--- src/rtl/morse_char_transmitter.sv ---
// morse_char_transmitter
//   Converts letter codes into a keyed Morse line at a programmable unit
//   rate. Dot = 1 unit mark, dash = 3 units mark, 1 unit gap between the
//   elements of a letter, 3 units after a letter, and 4 more units for a
//   word space.
// Ports:
//   clk         system clock, rising edge
//   rst         asynchronous active-high reset
//   char_in     0-25 = A-Z, 26 = word space, 27-31 = invalid
//   char_valid  char_in valid this cycle
//   char_ready  character can be accepted this cycle (combinational)
//   serial_out  keyed Morse line, 1 = mark (registered)
//   busy        transmitter not idle (registered)
//   err_invalid one-cycle pulse after an invalid code is accepted
module morse_char_transmitter #(
    parameter int unsigned UNIT_CYCLES = 1
) (
    input  logic       clk,
    input  logic       rst,
    input  logic [4:0] char_in,
    input  logic       char_valid,
    output logic       char_ready,
    output logic       serial_out,
    output logic       busy,
    output logic       err_invalid
);

    localparam int unsigned CNT_W = $clog2(UNIT_CYCLES * 7 + 1);

    // Reload values: counter runs from N-1 down to 0 for an N-cycle state.
    localparam logic [CNT_W-1:0] DOT_CNT  = CNT_W'(UNIT_CYCLES - 1);
    localparam logic [CNT_W-1:0] DASH_CNT = CNT_W'(3 * UNIT_CYCLES - 1);
    localparam logic [CNT_W-1:0] GAP_CNT  = CNT_W'(UNIT_CYCLES - 1);
    localparam logic [CNT_W-1:0] LGAP_CNT = CNT_W'(3 * UNIT_CYCLES - 1);
    localparam logic [CNT_W-1:0] WGAP_CNT = CNT_W'(4 * UNIT_CYCLES - 1);

    typedef enum logic [2:0] {IDLE, MARK, GAP, LGAP, WGAP} state_t;

    state_t           state_q, state_d;
    logic [CNT_W-1:0] cnt_q, cnt_d;
    logic [3:0]       pat_q, pat_d;    // remaining elements, MSB next, 1 = dash
    logic [1:0]       left_q, left_d;  // elements still to send after current
    logic             serial_q, serial_d;
    logic             busy_q, busy_d;
    logic             err_q, err_d;
    logic             accept;
    logic [5:0]       rom_word;

    // Returns {element count - 1, left-aligned element pattern}.
    function automatic logic [5:0] rom(input logic [4:0] c);
        case (c)
            5'd0:    rom = {2'd1, 4'b0100}; // A .-
            5'd1:    rom = {2'd3, 4'b1000}; // B -...
            5'd2:    rom = {2'd3, 4'b1010}; // C -.-.
            5'd3:    rom = {2'd2, 4'b1000}; // D -..
            5'd4:    rom = {2'd0, 4'b0000}; // E .
            5'd5:    rom = {2'd3, 4'b0010}; // F ..-.
            5'd6:    rom = {2'd2, 4'b1100}; // G --.
            5'd7:    rom = {2'd3, 4'b0000}; // H ....
            5'd8:    rom = {2'd1, 4'b0000}; // I ..
            5'd9:    rom = {2'd3, 4'b0111}; // J .---
            5'd10:   rom = {2'd2, 4'b1010}; // K -.-
            5'd11:   rom = {2'd3, 4'b0100}; // L .-..
            5'd12:   rom = {2'd1, 4'b1100}; // M --
            5'd13:   rom = {2'd1, 4'b1000}; // N -.
            5'd14:   rom = {2'd2, 4'b1110}; // O ---
            5'd15:   rom = {2'd3, 4'b0110}; // P .--.
            5'd16:   rom = {2'd3, 4'b1101}; // Q --.-
            5'd17:   rom = {2'd2, 4'b0100}; // R .-.
            5'd18:   rom = {2'd2, 4'b0000}; // S ...
            5'd19:   rom = {2'd0, 4'b1000}; // T -
            5'd20:   rom = {2'd2, 4'b0010}; // U ..-
            5'd21:   rom = {2'd3, 4'b0001}; // V ...-
            5'd22:   rom = {2'd2, 4'b0110}; // W .--
            5'd23:   rom = {2'd3, 4'b1001}; // X -..-
            5'd24:   rom = {2'd3, 4'b1011}; // Y -.--
            5'd25:   rom = {2'd3, 4'b1100}; // Z --..
            default: rom = '0;
        endcase
    endfunction

    // Ready in IDLE and in the last cycle of a trailing gap, so back-to-back
    // characters follow with no extra idle cycle.
    assign char_ready = (state_q == IDLE) ||
                        (((state_q == LGAP) || (state_q == WGAP)) && (cnt_q == '0));
    assign accept     = char_valid && char_ready;
    assign rom_word   = rom(char_in);

    always_comb begin
        state_d = state_q;
        cnt_d   = cnt_q;
        pat_d   = pat_q;
        left_d  = left_q;
        err_d   = 1'b0;
        if (accept) begin
            if (char_in < 5'd26) begin
                state_d = MARK;
                cnt_d   = rom_word[3] ? DASH_CNT : DOT_CNT;
                pat_d   = {rom_word[2:0], 1'b0};
                left_d  = rom_word[5:4];
            end else if (char_in == 5'd26) begin
                state_d = WGAP;
                cnt_d   = WGAP_CNT;
            end else begin
                state_d = IDLE;
                cnt_d   = '0;
                err_d   = 1'b1;
            end
        end else begin
            case (state_q)
                MARK: begin
                    if (cnt_q == '0) begin
                        state_d = (left_q != 2'd0) ? GAP : LGAP;
                        cnt_d   = (left_q != 2'd0) ? GAP_CNT : LGAP_CNT;
                    end else begin
                        cnt_d = cnt_q - 1'b1;
                    end
                end
                GAP: begin
                    if (cnt_q == '0) begin
                        state_d = MARK;
                        cnt_d   = pat_q[3] ? DASH_CNT : DOT_CNT;
                        pat_d   = {pat_q[2:0], 1'b0};
                        left_d  = left_q - 2'd1;
                    end else begin
                        cnt_d = cnt_q - 1'b1;
                    end
                end
                LGAP, WGAP: begin
                    if (cnt_q == '0) begin
                        state_d = IDLE;
                    end else begin
                        cnt_d = cnt_q - 1'b1;
                    end
                end
                default: begin
                    state_d = IDLE;
                    cnt_d   = '0;
                end
            endcase
        end
        serial_d = (state_d == MARK);
        busy_d   = (state_d != IDLE);
    end

    always_ff @(posedge clk or posedge rst) begin
        if (rst) begin
            state_q  <= IDLE;
            cnt_q    <= '0;
            pat_q    <= '0;
            left_q   <= '0;
            serial_q <= 1'b0;
            busy_q   <= 1'b0;
            err_q    <= 1'b0;
        end else begin
            state_q  <= state_d;
            cnt_q    <= cnt_d;
            pat_q    <= pat_d;
            left_q   <= left_d;
            serial_q <= serial_d;
            busy_q   <= busy_d;
            err_q    <= err_d;
        end
    end

    assign serial_out  = serial_q;
    assign busy        = busy_q;
    assign err_invalid = err_q;

endmodule

--- config.mk ---
export PLATFORM = sky130hd
export DESIGN_NAME = morse_char_transmitter
export DESIGN_NICKNAME = d
export VERILOG_FILES = /design/src/rtl/morse_char_transmitter.sv
export SDC_FILE = /design/constraint.sdc
export NUM_CORES = 1
export LEC_CHECK = 0
export BUFFER_PORTS_ARGS = -buffer_cell sky130_fd_sc_hd__buf_2
export CORE_MARGIN = 2
export CORE_UTILIZATION = 54
export CTS_CLUSTER_SIZE = 24
export DETAILED_ROUTE_END_ITERATION = 16
export PLACE_DENSITY = 0.78
export SLEW_MARGIN = 5
export SYNTH_ARGS = -nofsm -noshare
export SYNTH_HDL_FRONTEND = slang
export SYNTH_SLANG_ARGS = --single-unit
--- constraint.sdc ---
create_clock -name clk -period 3.2 [get_ports clk]
set_input_delay 0.32 -clock clk [delete_from_list [all_inputs] [get_ports clk]]
set_output_delay 0.32 -clock clk [all_outputs]
set_load 0.05 [all_outputs]
* Word level (Yosys, flattened, before mapping)
Memories as Yosys holds them, arrays and structs flattened.
Index checks and enable logic that the tools add are counted.
** Word-level totals
- Flip-flop bits (word level) :: 15
- Memory bits (read-only) :: 192
- Output and inout bits :: 4
- Word-level logic and storage cells :: 60
- Memories kept :: 1
** Memory list
- (no name shown) :: words 32, width 6, read ports 1, clocked after memory_dff 0, write ports 0, RTL line 51 : case (c)
** Cells by class
- $add $sub $neg :: 2
- Order comparisons :: 1
- Equality and inequality tests :: 8
- Mux-type cells :: 29
- Reductions and logical operators :: 12
** Operators by type and width (count)
- 3-bit two-way mux :: 10
- 2-bit two-way mux :: 9
- 3-bit case mux with 3 select lines :: 2
- 4-bit two-way mux :: 4
- 3-bit by 1-bit equality test with 1-bit output (second input constant) :: 2
- 3-bit by 2-bit equality test with 1-bit output (second input constant) :: 2
- 3-bit logical NOT :: 2
- 2-bit nonzero test :: 3
- 5-bit equality test (second input constant) :: 1
- 5-bit less-than comparator (second input constant) :: 1
- 1-bit two-way mux :: 4
- 3-bit equality test (second input constant) :: 1
- 3-bit inequality test (second input constant) :: 1
- 3-bit AND reduction :: 1
- 3-bit nonzero test :: 1
- 3-bit by 1-bit subtractor with 3-bit output (second input constant) :: 1
- 1-bit logical AND :: 2
- 1-bit logical OR :: 2
- 2-bit by 1-bit inequality test with 1-bit output (second input constant) :: 1
- 2-bit OR reduction :: 1
- 2-bit by 1-bit subtractor with 2-bit output (second input constant) :: 1

* Logic depth before layout (Yosys ltp)
Gate-level depths: netlist (run 1).
- Word-level depth :: 7
- Mapped depth :: 8
- Mapped depth without buffers :: 7

* Least setup slack after synthesis (run 1)
OpenSTA, ideal clock, no wires.
- Path kind :: input port to flip-flop
- From :: input port char_in[1]
- To :: register pat_q[2]
- Library setup time :: 125 ps
- Data arrival time :: 2182 ps
- Slack :: 894 ps
- Cell stages on the path :: 7
- Path buffers :: 1
- Cell sequence :: clkbuf_1 inv_1 ha_1 mux4_2 mux2_2 mux2_1 mux2_2
** Between the ends
- Word-level cells in the longest chain between the ends :: 3
- Elaborated cells on any way between the ends :: 6
- Those cells by class :: order compare: 1; eq/ne: 1; mux: 2; reduce/logical: 1; memory: 1
** RTL lines
- from (decl) :: RTL line 20 : input logic [4:0] char_in,
- memory 32 x 6 bit / 5-bit less-than comparator (equally long branches)
- 4-bit two-way mux / 2-bit by 1-bit inequality test with 1-bit output (equally long branches)
- 4-bit two-way mux / 3-bit AND reduction (equally long branches)
- to (signal assigned) :: RTL line 158 : pat_q <= pat_d;
- to (decl) :: RTL line 41 : logic [3:0] pat_q, pat_d;
Several ways; a longest one is shown, not always the timed one. The select of a mux whose other input is x is not followed.
A chain may end at the register's enable or synchronous reset.

* Worst setup path in the final report (run 1)
- From :: register cnt_q[0]
- To :: output port char_ready
** Between the ends
- Word-level cells in the longest chain between the ends :: 3
** RTL lines
- from (decl) :: RTL line 40 : logic [CNT_W-1:0] cnt_q, cnt_d;
- from (signal assigned) :: RTL line 157 : cnt_q <= cnt_d;
- 3-bit logical NOT :: RTL line 85 : (((state_q == LGAP) || (state_q == WGAP)) && (cnt_q == '0));
- 1-bit logical AND :: RTL line 85
- 1-bit logical OR :: RTL line 84 : assign char_ready = (state_q == IDLE) ||
- to (decl) :: RTL line 22 : output logic char_ready,
Every way passes these cells.

==> run summary, run 1 <==
vias in the first global route: 1030
Setup Fix Bufs, Post-CTS: 0
fraction of the yosys area taken by sequential cells: 27.18%
outcome: finished clean
Post-Synth Adder-Cell Area: 10.49%
io pins: 12
Sequential Power Share: 28.7%
Internal: 561.9 µW
Gate power share: 59.2%
commonest non-fill, non-tap cell in the layout: dfrtp_1
DRC viols: 0
clk_lat worst skew: 270 ps
metal1 wirelength: 1.179 mm
final core occ: 61.34%
Seq cells post-synth: 14
YS warnings: 0
routed length on met2: 1.319 mm
largest family of logic cells by synthesized area: simple AND/OR/NAND/NOR gates
Post-DP HPWL: 2.041 mm
crit path launch: cnt_q[0]
delay-heaviest family, CP: simple AND/OR/NAND/NOR gates
Top Layer Used: met4
cts hold-fix bufs: 0
Max-slew headroom: 63.79%
Ant. Diodes: 0
Syn Area/Cell: 8.479 µm²
post-CTS sizing: 0
root buffer cell: clkbuf_4
compound-gate portion of the synthesized area: 18.25%
Layout area overhead: 6.310%
multiplexer area fraction after synthesis: 11.84%
Via Count: 1121
r2r startpoint: cnt_q[0]
clock skew: 7.446 ps
sequential cell area: 350.3 µm²
leakage power figure: 0.6573 nW
Tightest Pin Transition: 542.5 ps
fill count: 200
CP max stage cell: or4b_1
share of cells above drive strength 1: 15.38%
Total GRT Usage: 21.11%
PortBufs: 11
Via-to-Cell Ratio: 6.092
f_max: 454.8 MHz
Slew Limit Fails: 0
biggest cell delay along the critical path: 450 ps
placer congestion estimate: 0.8749
row count: 17
Clk pwr share: 12.1%
unrepaired setup endpoints after global routing: false
Cell Area, Synth: 1289 µm²
Distinct cells, synth: 47
drt initial violations: 30
clk sink count: 14
Final Hold Fails: 0
global-route wire length before repair: 4.409 mm
critical path arrival: 1880 ps
Final nets: 175
GR Overflow Total: 0
Tmin final: 2199 ps
Reg clk slew, reported paths: 90 ps
first-pass iteration count of the detailed router: 4
CP Buf/Inv Count: 3
antenna violations before repair: 0
max cap viols: 0
CTS tree: done
peak supply drop: 0.0004724 V
Mapped Nets: 170
commonest non-fill, non-tap cells in the layout: dfrtp_1 (14), nand2_1 (13), nor2_1 (13), inv_1 (11), buf_2 (11)
Simple-Gate Fraction of Synth Area: 24.85%
Post-Syn Instances: 152
cells along the critical path: inv_1, ha_1, or4b_1, o211a_2, inv_1, buf_2
Worst EP required: 2880 ps
kind of critical path: flop to primary output
final WL: 2.602 mm
Max Buffers Root-to-Sink: 2
Worst Setup End Kind: primary output
P per Cell Area: 762.4 nW/µm²
initial core utilization: 57.70%
die height: 52.85 µm
Hold Crit Class: primary input to async pin
WL/cell: 14.14 µm
die width: 52.85 µm
Fin Setup TNS: 0 ps
Post-DRT Antenna Nets: 0
Startpoint Class: flop
Synth Area in XOR/XNOR: 0.6796%
routed wl met3: 75 µm
final setup vio count: 0
Sw Ratio: 46.21%
Num CTS Buffers: 3
CP Max Fanout: 5
Worst path most repeated cell: inv_1
final worst-path cycle share: 68.71%
Die Area: 2793 µm²
H-tree levels: 1
largest net degree at the start of global routing: 19
NetSw: 482.7 µW
core area: 2233 µm²
Multi-input gate area: 852.1 µm²
-- final timing paths --
kind	to	slack [ps]	cells past startpoint
min in group clk	err_invalid	400	3
min reg2reg	pat_q[2]	510	1
max reg2reg	pat_q[3]	1020	7
max in group asynchronous	pat_q[3]	2770	2
min	state_q[2]	70	2
max	char_ready	1000	6
-- power by group through the flow --
stage | registers (mW) | clock network (mW) | logic [mW]
2_1_floorplan | 0.314 | 0 | 0.495
3_3_place_gp | 0.298 | 0 | 0.598
3_5_place_dp | 0.302 | 0 | 0.620
4_1_cts | 0.298 | 0.129 | 0.621
5_1_grt | 0.313 | 0.137 | 0.685
6_report | 0.300 | 0.127 | 0.618
-- layer usage --
metal / global-route usage [%] / vias to the layer above
li1: - / 554
met1: 27.16 / 541
met2: 37.29 / 24
met3: 2.260 / 2
met4: 5.556 / 0
met5: 0 / -
-- area by class of cell --
type                       instances  share of cell area, %
inverter                          11                  3.014
timing repair buffer              11                  4.018
multi-input combinational        116                  62.19
sequential                        14                  25.57
tap                               28                  2.557
clock buffer                       4                  2.648
-- synth_stat cells, drive strengths merged --
cell type,instances,area [µm²]
dfrtp,14,350.3
nand2,13,48.80
nor2,13,48.80
inv,11,41.29
ha,10,125.1
a21oi,9,48.80
mux2,8,90.08
nand2b,8,57.55
clkbuf,7,26.28
o21ai,6,30.03
nor2b,5,31.28
buf,4,18.76
mux2i,4,40.04
or3,3,18.77
a2111oi,2,17.52
a221o,2,20.02
a22o,2,17.52
nand3,2,10.01
nand4,2,12.51
nor3,2,10.01
o211a,2,20.02
o211ai,2,15.01
o32ai,2,17.52
a211o,1,8.760
a211oi,1,7.510
a22oi,1,7.510
a31o,1,8.760
a31oi,1,6.260
and3,1,6.260
maj3,1,10.01
mux4,1,22.52
nand3b,1,7.510
nand4b,1,8.760
nor3b,1,7.510
nor4,1,6.260
nor4bb,1,10.01
o311a,1,10.01
or2,1,6.260
or3b,1,8.760
or4,1,11.26
or4b,1,10.01
xnor2,1,8.760
-- state kept, by name, summed over array words and instances, names as in the netlist --
| register | flops |
|---|---|
| err_invalid | 1 |
| cnt_q | 3 |
| busy | 1 |
| state_q | 3 |
| serial_out | 1 |
| pat_q | 3 |
| left_q | 2 |
-- metrics by stage --
step	std cells	hold WS (ps)	power (mW)	worst slack, ps	cell area [µm²]
6_report	184	69.54	1.045	1001	1370
5_1_grt	184	113.0	1.135	875.8	1370
4_1_cts	184	87.38	1.048	992.9	1370
3_5_place_dp	180	390.8	0.9225	856.8	1334
3_3_place_gp	180	382.3	0.8967	908.9	1334
2_1_floorplan	152	209.2	0.8086	893.5	1289
-- logic make-up (layout without fill, tap and decap cells) --
logic type | count (synthesis) | after routing
AOI/OAI and AO/OA | 33 | 33
adders and majority gates | 11 | 11
xor gates and xnor gates | 1 | 1
and+or+nand+nor | 58 | 58
muxes | 13 | 13
buffers and inverters | 22 | 26
DFF | 14 | 14
No activity file was read; power rests on OpenSTA's default activity.
==> inputs of run 2 (changes only) <==
clock period = 2.15 ns   (was 3.2 ns; I/O delays follow)
==> run 2 against run 1 <==
Compared with the run above: critical path depth rose by 1; via count increased by 0.71%; sequential cell count stayed put; worst hold slack improved by 240 ps; sequential power up 35%; critical endpoint is now pat_q[3].
==> run summary, run 2 (synthesized netlist as in run 1, its figures left out) <==
outcome: finished clean
Worst EP required: 2320 ps (-560 ps)
cells along the critical path: inv_2, ha_4, or4b_4, o211a_4, nand2b_4, mux2_1, mux2_2
antenna violations before repair: 0 (unchanged)
clock skew: 8.778 ps (+1.332 ps)
initial core utilization: 57.70% (unchanged)
Startpoint Class: flop
clk_lat worst skew: 280 ps (about the same)
critical path arrival: 2260 ps (+380 ps)
commonest non-fill, non-tap cells in the layout: dfrtp_1 (14), nand2_1 (13), nor2_1 (13), buf_2 (11)
Worst Setup End Kind: flop
smallest setup slack after layout: 57.37 ps (-943.9 ps)
core area: 2233 µm² (unchanged)
Max-slew headroom: 62.36% (-1.4 points)
DRC viols: 0 (unchanged)
share of cells above drive strength 1: 21.82% (+6.4 points)
Max Buffers Root-to-Sink: 2 (unchanged)
fill count: 192 (-4.0%)
CP max stage cell: or4b_4
delay-heaviest family, CP: simple AND/OR/NAND/NOR gates
Post-Place Worst Slack: 22.19 ps (-834.6 ps)
CP Buf/Inv Count: 1 (-2)
Setup Fix Bufs, Post-CTS: 0 (unchanged)
Final nets: 184 (+5.1%)
final worst-path cycle share: 97.33%
Num CTS Buffers: 3 (unchanged)
Slew Limit Fails: 0 (unchanged)
final WL: 2.717 mm (+4.4%)
Layout area overhead: 13.59%
Fin Setup TNS: 0 ps (unchanged)
P per Cell Area: 1162 nW/µm² (+52%)
Post-DP HPWL: 2.071 mm (+1.4%)
WL/cell: 14.08 µm (-0.45%)
largest net degree at the start of global routing: 19 (unchanged)
Via-to-Cell Ratio: 5.850 (-4.0%)
max cap viols: 0 (unchanged)
GR Overflow Total: 0 (unchanged)
final setup vio count: 0 (unchanged)
total power: 1.701 mW (+63%)
Via Count: 1129 (+0.71%)
Largest regs: cnt_q: 3 flops, pat_q: 3 flops, state_q: 3 flops
CP Max Fanout: 5 (unchanged)
H-tree levels: 1 (unchanged)
global-route wire length before repair: 4.740 mm (+7.5%)
Tmin final: 2093 ps
io pins: 12 (unchanged)
peak supply drop: 0.0008697 V (+84%)
CTS tree: done
biggest cell delay along the critical path: 450 ps (about the same)
drt initial violations: 39 (+30%)
Reg clk slew, reported paths: 90 ps (about the same)
first-pass iteration count of the detailed router: 4 (unchanged)
commonest non-fill, non-tap cell in the layout: dfrtp_1
die width: 52.85 µm (unchanged)
unrepaired setup endpoints after global routing: false
PortBufs: 11 (unchanged)
f_max: 477.9 MHz
Total GRT Usage: 22.59% (+1.5 points)
root buffer cell: clkbuf_4
Hold Crit Class: primary input to flop
Ant. Diodes: 0 (unchanged)
Final Hold Fails: 0 (unchanged)
placer congestion estimate: 0.9039 (+3.3%)
clk sink count: 14 (unchanged)
row count: 17 (unchanged)
vias in the first global route: 1060 (+2.9%)
Die Area: 2793 µm² (unchanged)
die height: 52.85 µm (unchanged)
kind of critical path: flop to flop
leakage power figure: 0.7029 nW (+6.9%)
Tightest Pin Transition: 564.0 ps (+21.41 ps)
Post-DRT Antenna Nets: 0 (unchanged)
-- run 2: cell types whose count changed in the layout (fill, tap and decap cells not counted) --
cell           previous run  this run
o211a_4                   0         1
or4b_4                    0         1
ha_4                      0         1
ha_1                     10         9
or4b_1                    1         0
o211a_2                   1         0
buf_4                     0         8
dlygate4sd3_1             0         1
inv_1                    11         9
inv_2                     0         2
-- run 2: routing by layer --
| metal | GRT usage (%) | part of all wire, % | up-vias | routed length, µm |
|---|---|---|---|---|
| met1 | 32.04 | 48 | 529 | 1315 |
| met3 | 1.695 | 3.2 | 4 | 86 |
| met4 | 6.410 | 0.88 | 0 | 24 |
| met5 | 0 | 0 | - | 0 |
| li1 | - | - | 571 | - |
| met2 | 36.67 | 48 | 25 | 1291 |
-- run 2: report_power, final --
part	total, mW	internal (mW)	leakage [nW]	switching, mW
Combinational	1.10	0.472	0.504	0.632
Sequential	0.405	0.359	0.178	0.0456
Clock	0.192	0.103	0.0210	0.0889
-- run 2: final cells by class --
| type | instances | area (µm²) | share of cell area [%] |
|---|---|---|---|
| timing repair buffer | 20 | 125.1 | 8.547 |
| inverter | 11 | 41.29 | 2.821 |
| clock buffer | 4 | 36.28 | 2.479 |
| multi-input combinational | 116 | 875.8 | 59.83 |
| sequential | 14 | 350.3 | 23.93 |
| tap | 28 | 35.03 | 2.393 |
-- run 2: what timing repair did --
action / CTS / global route
setup endpoints to repair: 0 / 3
hold buffers: 1 / 0
gates resized for setup: 0 / 6
endpoints found under the hold margin: 14 / 0
-- run 2: worst paths after layout --
path	start	end	slack, ps	cells past startpoint
worst max-delay path	cnt_q[0]	pat_q[3]	60	7
worst min-delay path	char_in[4]	err_invalid	310	3
worst max register to register	cnt_q[0]	pat_q[3]	60	7
worst min register to register	pat_q[1]	pat_q[1]	500	1
max in group asynchronous	rst	err_invalid	1260	3
min in group asynchronous	rst	cnt_q[1]	520	3
-- run 2: worst register-to-register path: cells and delay by family (launching register included) --
| kind | cells | cell delay (ps) |
|---|---|---|
| DFF | 1 | 390 |
| AOI/OAI and AO/OA | 1 | 170 |
| adders and majority gates | 1 | 140 |
| and+or+nand+nor | 2 | 610 |
| muxes | 2 | 570 |
| buffers and inverters | 1 | 90 |
-- run 2: metrics by stage --
stage	instance area [µm²]	cells	utilization [%]	hold slack [ps]
2_1_floorplan	1290	152	-	104.2
3_3_place_gp	1394	188	62.41	277.6
3_5_place_dp	1394	188	62.41	296.8
4_1_cts	1440	193	64.48	310.2
5_1_grt	1464	193	65.55	316.0
6_report	1464	193	65.55	312.6
